File: src/rtl/zx_video_out.sv
// zx_video_out - colour/sync output stage behind the Spectrum ULA.
//
// Samples the ULA's pixel colour (standard IGRB or ULA+ GGGRRRBB), syncs
// and blanks on the ULA pixel enables. It maps the colour to 8-bit RGB,
// applies ULA+ greyscale and blank forcing, and delays the syncs and blanks
// through the same three stages so that they stay aligned with the colour.
//
// Ports
//   clk_sys              in   master clock
//   reset                in   synchronous, active-high
//   ce_7mp / ce_7mn      in   ULA 7 MHz positive / negative phase enables
//   I, R, G, B           in   standard palette colour
//   ulap_color[7:0]      in   ULA+ palette entry, GGGRRRBB
//   ulap_ena / ulap_mono in   select ULA+ colour / greyscale output
//   mode512              in   Timex 512-pixel mode requested for next frame
//   HSync, VSync         in   ULA syncs, active-high
//   HBlank, VBlank       in   ULA blanks, active-high
//   ce_pix               out  one pulse per output pixel
//   r_out/g_out/b_out    out  8-bit colour, 0 while blanked
//   hs_out, vs_out       out  delayed syncs
//   hbl_out, vbl_out     out  delayed blanks
//   de_out               out  display enable
//   hires                out  512-pixel mode in force for this frame
module zx_video_out #(
   parameter logic [7:0] NORM_LVL = 8'hD7,
   parameter logic [7:0] BRT_LVL  = 8'hFF
) (
   input  logic       clk_sys,
   input  logic       reset,
   input  logic       ce_7mp,
   input  logic       ce_7mn,
   input  logic       I,
   input  logic       R,
   input  logic       G,
   input  logic       B,
   input  logic [7:0] ulap_color,
   input  logic       ulap_ena,
   input  logic       ulap_mono,
   input  logic       mode512,
   input  logic       HSync,
   input  logic       VSync,
   input  logic       HBlank,
   input  logic       VBlank,
   output logic       ce_pix,
   output logic [7:0] r_out,
   output logic [7:0] g_out,
   output logic [7:0] b_out,
   output logic       hs_out,
   output logic       vs_out,
   output logic       hbl_out,
   output logic       vbl_out,
   output logic       de_out,
   output logic       hires
);

   function automatic logic [7:0] std_lvl(input logic on, input logic brt);
      return on ? (brt ? BRT_LVL : NORM_LVL) : 8'h00;
   endfunction

   // Replicate a 3-bit ULA+ component so that 3'b111 maps to 8'hFF.
   function automatic logic [7:0] up3(input logic [2:0] v);
      return {v, v, v[2:1]};
   endfunction

   // Luma truncated from a 16-bit sum; the weights add up to 256, so full
   // white stays at 8'hFF.
   function automatic logic [7:0] grey(input logic [7:0] r, input logic [7:0] g,
                                       input logic [7:0] b);
      logic [15:0] y;
      y = 16'd77 * {8'd0, r} + 16'd150 * {8'd0, g} + 16'd29 * {8'd0, b};
      return y[15:8];
   endfunction

   logic       hires_lat;
   logic       smp;

   logic       vld_p1, i_p1, r_p1, g_p1, b_p1;
   logic [7:0] ucol_p1;
   logic       uena_p1, umono_p1, hs_p1, vs_p1, hbl_p1, vbl_p1;

   logic       vld_p2;
   logic [7:0] r_p2, g_p2, b_p2;
   logic       mono_p2, hs_p2, vs_p2, hbl_p2, vbl_p2;

   logic [7:0] r24_p1, g24_p1, b24_p1;
   logic [2:0] b3_p1;
   logic [7:0] y_p2;
   logic       blank_p2;

   // A coincident ce_7mp/ce_7mn still yields a single sample.
   assign smp   = ce_7mn | (hires_lat & ce_7mp);
   assign hires = hires_lat;

   // ---- stage 1 -> stage 2: palette mapping ----
   always_comb begin
      b3_p1  = {ucol_p1[1], ucol_p1[0], ucol_p1[1] | ucol_p1[0]};
      r24_p1 = std_lvl(r_p1, i_p1);
      g24_p1 = std_lvl(g_p1, i_p1);
      b24_p1 = std_lvl(b_p1, i_p1);
      if (uena_p1) begin
         r24_p1 = up3(ucol_p1[4:2]);
         g24_p1 = up3(ucol_p1[7:5]);
         b24_p1 = up3(b3_p1);
      end
   end

   // ---- stage 2 -> stage 3: greyscale and blank forcing ----
   always_comb begin
      y_p2     = grey(r_p2, g_p2, b_p2);
      blank_p2 = hbl_p2 | vbl_p2;
   end

   always_ff @(posedge clk_sys) begin
      if (reset) begin
         hires_lat <= 1'b0;
         ce_pix    <= 1'b0;
         vld_p1    <= 1'b0;
         i_p1      <= 1'b0;
         r_p1      <= 1'b0;
         g_p1      <= 1'b0;
         b_p1      <= 1'b0;
         ucol_p1   <= 8'h00;
         uena_p1   <= 1'b0;
         umono_p1  <= 1'b0;
         hs_p1     <= 1'b0;
         vs_p1     <= 1'b0;
         hbl_p1    <= 1'b0;
         vbl_p1    <= 1'b0;
         vld_p2    <= 1'b0;
         r_p2      <= 8'h00;
         g_p2      <= 8'h00;
         b_p2      <= 8'h00;
         mono_p2   <= 1'b0;
         hs_p2     <= 1'b0;
         vs_p2     <= 1'b0;
         hbl_p2    <= 1'b0;
         vbl_p2    <= 1'b0;
         r_out     <= 8'h00;
         g_out     <= 8'h00;
         b_out     <= 8'h00;
         hs_out    <= 1'b0;
         vs_out    <= 1'b0;
         hbl_out   <= 1'b0;
         vbl_out   <= 1'b0;
         de_out    <= 1'b0;
      end else begin
         ce_pix <= smp;
         if (smp) begin
            // Pixel rate may only change at the start of vertical blank.
            if (VBlank && !vbl_p1) hires_lat <= mode512;

            // ---- stage 1: capture ULA outputs ----
            vld_p1   <= 1'b1;
            i_p1     <= I;
            r_p1     <= R;
            g_p1     <= G;
            b_p1     <= B;
            ucol_p1  <= ulap_color;
            uena_p1  <= ulap_ena;
            umono_p1 <= ulap_mono;
            hs_p1    <= HSync;
            vs_p1    <= VSync;
            hbl_p1   <= HBlank;
            vbl_p1   <= VBlank;

            // ---- stage 2: RGB24 ----
            vld_p2  <= vld_p1;
            r_p2    <= r24_p1;
            g_p2    <= g24_p1;
            b_p2    <= b24_p1;
            mono_p2 <= uena_p1 & umono_p1;
            hs_p2   <= hs_p1;
            vs_p2   <= vs_p1;
            hbl_p2  <= hbl_p1;
            vbl_p2  <= vbl_p1;

            // ---- stage 3: outputs ----
            r_out   <= blank_p2 ? 8'h00 : (mono_p2 ? y_p2 : r_p2);
            g_out   <= blank_p2 ? 8'h00 : (mono_p2 ? y_p2 : g_p2);
            b_out   <= blank_p2 ? 8'h00 : (mono_p2 ? y_p2 : b_p2);
            hs_out  <= hs_p2;
            vs_out  <= vs_p2;
            hbl_out <= hbl_p2;
            vbl_out <= vbl_p2;
            // Held low until real data has reached the output after reset.
            de_out  <= vld_p2 & ~blank_p2;
         end
      end
   end

endmodule

File: config.mk
export PLATFORM = sky130hd
export DESIGN_NAME = zx_video_out
export DESIGN_NICKNAME = d
export VERILOG_FILES = /design/src/rtl/zx_video_out.sv
export SDC_FILE = /design/constraint.sdc
export NUM_CORES = 1
export LEC_CHECK = 0
export CAP_MARGIN = 25
export CELL_PAD_IN_SITES_DETAIL_PLACEMENT = 1
export CELL_PAD_IN_SITES_GLOBAL_PLACEMENT = 1
export CORE_UTILIZATION = 45
export DETAILED_ROUTE_END_ITERATION = 16
export HOLD_SLACK_MARGIN = 0.08
export PLACE_DENSITY = 0.84
export REMOVE_ABC_BUFFERS = 1
export SLEW_MARGIN = 20
export SYNTH_ARGS = -nofsm -noshare
export SYNTH_HDL_FRONTEND = slang
export SYNTH_SLANG_ARGS = --single-unit
File: constraint.sdc
create_clock -name clk_sys -period 6.95 [get_ports clk_sys]
set_input_delay 1.0425 -clock clk_sys [delete_from_list [all_inputs] [get_ports clk_sys]]
set_output_delay 1.0425 -clock clk_sys [all_outputs]
set_load 0.02 [all_outputs]
==> summary.md, run 1 <==
| Metric | Value |
|---|---|
| Final HPWL from detailed placement | `about 13,000 microns` |
| Wire per inst | `about 19 microns` |
| EDFF count, synth | `0` |
| Routability cong. | `roughly 0.9` |
| Synth async-reset ratio | `0%` |
| Count of final setup violators | `0` |
| Crit start category | `flop` |
| Synth-to-Final Area Change | `17.1%` |
| Setup tns final | `0 ns` |
| PostCTS Resize Cnt | `0` |
| Synth top area share | `between 20% and 30%` |
| CP arrival | `around 6.9 ns` |
| Ys Warns | `0` |
| Initial Util | `46.5%` |
| Element type at the critical path end | `flop` |
| Fin cells | `about 850` |
| Chip height | `approximately 110 microns` |
| Max FO, Critical Path | `6` |
| Inserted Diodes | `0` |
| Core box area | `around 12,000 sq um` |
| Clock buffer depth | `2` |
| Fmax | `0.150 GHz` |
| Hold buffers post-CTS | `0` |
| Min-delay worst type | `flop to flop` |
| Final Cycle Share | `a little over nine tenths` |
| Worst Skew | `~0.0047 ns` |
| Root buf cell | `clkbuf_16` |
| Die Wd | `between 100 and 150 microns` |
| Row count | `40` |
| Worst-margin pin slew | `around 1 ns` |
| Setup CP Type | `flop to flop` |
| Worst vdd ir | `around 0.15 mV` |
| Vias in the first global route | `about 5,200` |
| Critical Path RT | `7.13 ns` |
| Most frequent cells in the layout | `inv_1 (91), ha_1 (77), nand2_1 (73)` |
| Initial antenna violation count | `0` |
| Period minus WS final | `about 6.7 ns` |
| Ys flop type | `dfxtp_1` |
| Io pins | `54` |
| Seq cells post-synth | `71` |
| CTS Buf Count | `9` |
| GRT Overall Usage | `roughly a quarter` |
| Layout cells sized above 1 | `between 5 and 6%` |
| ANT nets after route | `0` |
| Hold Violations, Final | `0` |
| Max-slew violation count | `0` |
| DR vias/cell | `5.49` |
| Average size of a mapped cell | `roughly 9 sq um` |
| Pwr Density | `around 280 nW/um^2` |
| Mapped Cells | `approximately 630` |
| Clk slew on worst S/H paths | `roughly 0.050 ns` |
| Status | `complete, no violations` |
| Max Cap Viol | `0` |
| Drt drc | `0` |
| Commonest non-fill, non-tap cell in the layout | `inv_1` |
| Via count | `approximately 4,600` |
| Register area share after synthesis | `around a quarter` |
| Input/output buffers | `between 50 and 60` |
| Static Leak | `a little over 3 nW` |
| Wire length of the first global-routing pass | `25,300 microns` |
| Synth area leader | `dfxtp_1` |
| H-tree depth | `3` |
| CTS tree | `built` |
| Fillers | `between 1,000 and 1,500` |
| Nets | `825` |
| DR pass1 iterations | `4` |
| Postcts setup bufs | `0` |
| Mapped Area | `~5600 sq um` |
| Slew headroom | `about a third` |
| Sink Count | `between 70 and 80` |
| Top cells by area, synth | `dfxtp_1 (25%), fa_1 (19%), ha_1 (17%)` |
| Worst-Skew Late Latency | `~0.33 ns` |
| Cells after DPL | `between 800 and 900` |
| GRT overflow | `0` |
| Largest net degree at the start of global routing | `68` |
| Post-Route WL | `between 15,000 and 20,000 microns` |
| Die area | `roughly 13,000 sq um` |
| Cell variety after synth | `a little over 50` |
| Drt initial violations | `around 170` |
## routing by layer
layer	global-route usage, %	vias to the layer above	part of all wire [%]
met5	0	-	0
met4	9.96	0	3.1
met1	28.4	2297	40
met2	47.2	106	53
li1	-	2186	-
met3	5.69	46	3.8
## synth_stat cells (2+ instances only)
cell,n
inv_1,91
or3_1,4
nor2_1,39
nand2b_1,7
a22oi_1,11
ha_1,77
o21ai_0,21
and4b_1,2
nor3_1,7
a311oi_1,4
a31oi_1,2
nand2_1,73
xnor2_1,9
nand3_1,7
xor2_1,7
dfxtp_1,71
nor3b_1,2
clkbuf_1,19
fa_1,53
nor2b_1,5
o2bb2ai_1,3
a21o_2,2
a211oi_1,16
a221o_1,3
a22o_1,3
a21o_1,5
o21a_1,4
mux2i_1,2
nand4_1,2
a31o_2,3
a221oi_1,2
a21oi_1,49
o31ai_1,2
## power by group
group	internal, mW	total [mW]	switching, mW
sequential	0.431	0.464	0.0326
combinational	0.414	0.990	0.576
clock	0.240	0.408	0.168
## layout make-up
type | count | area [sq um] | area share [%]
clock buffer | 12 | 236 | 3.58
clock inverter | 4 | 22.5 | 0.341
inverter | 91 | 342 | 5.18
multi-input combinational | 440 | 3790 | 57.5
sequential | 71 | 1420 | 21.6
tap | 168 | 210 | 3.18
timing repair buffer | 59 | 571 | 8.64
## state kept, by name (all words and copies together) (netlist names), 5 cells and up
signal,count
b_out,8
g_out,8
r_out,8
ucol_p1,8
b_p2,5
g_p2,5
r_p2,5
## metrics by stage
stage	power (mW)	hold WS, ns	cell area (sq um)	worst slack [ns]	utilization (%)
finish	1.86	0.451	6600	0.268	54.5
global placement	1.35	0.437	6330	0.480	52.2
floorplan	1.15	0.421	5530	0.629	-
CTS	1.86	0.454	6590	0.153	54.4
detailed placement	1.46	0.446	6330	0.168	52.2
global route	2.02	0.475	6600	-0.00287	54.5
## kinds of logic after synthesis
logic type	share of synthesized area, %
DFF	25.2
AOI/OAI and AO/OA	16.2
and+or+nand+nor	12.0
adders and majority gates	35.9
xor gates and xnor gates	2.49
muxes	0.355
buffers and inverters	7.88
## final timing paths
path	cells after the start	startpoint	slack (ns)	to
worst max-delay path	22	g_p2[6]	0.27	r_out[7]
worst min-delay path	2	b_p1	0.45	b_p1
worst max register to register	22	g_p2[6]	0.27	r_out[7]
worst min register to register	2	b_p1	0.45	b_p1
## worst max-delay path: stages (launching register included)
cell	delay, ns
dfxtp_1	0.33
inv_1	0.09
ha_1	0.33
xor2_1	0.17
fa_1	0.54
fa_1	0.54
inv_1	0.05
ha_1	0.37
xnor2_2	0.20
fa_1	0.45
fa_1	0.51
inv_1	0.05
fa_1	0.47
fa_1	0.55
inv_1	0.04
ha_1	0.35
a21oi_1	0.18
nand3_1	0.15
o21ai_1	0.23
a31oi_1	0.14
or3_1	0.43
a21boi_2	0.21
a211oi_1	0.12
Note: power is estimated with default switching activity, not from simulation.
==> run 2: changes to the inputs <==
Settings changed: CTS_CLUSTER_SIZE from default to 14.
==> results of run 2 <==
Final layout, timing and power as in run 1 (identical DEF).
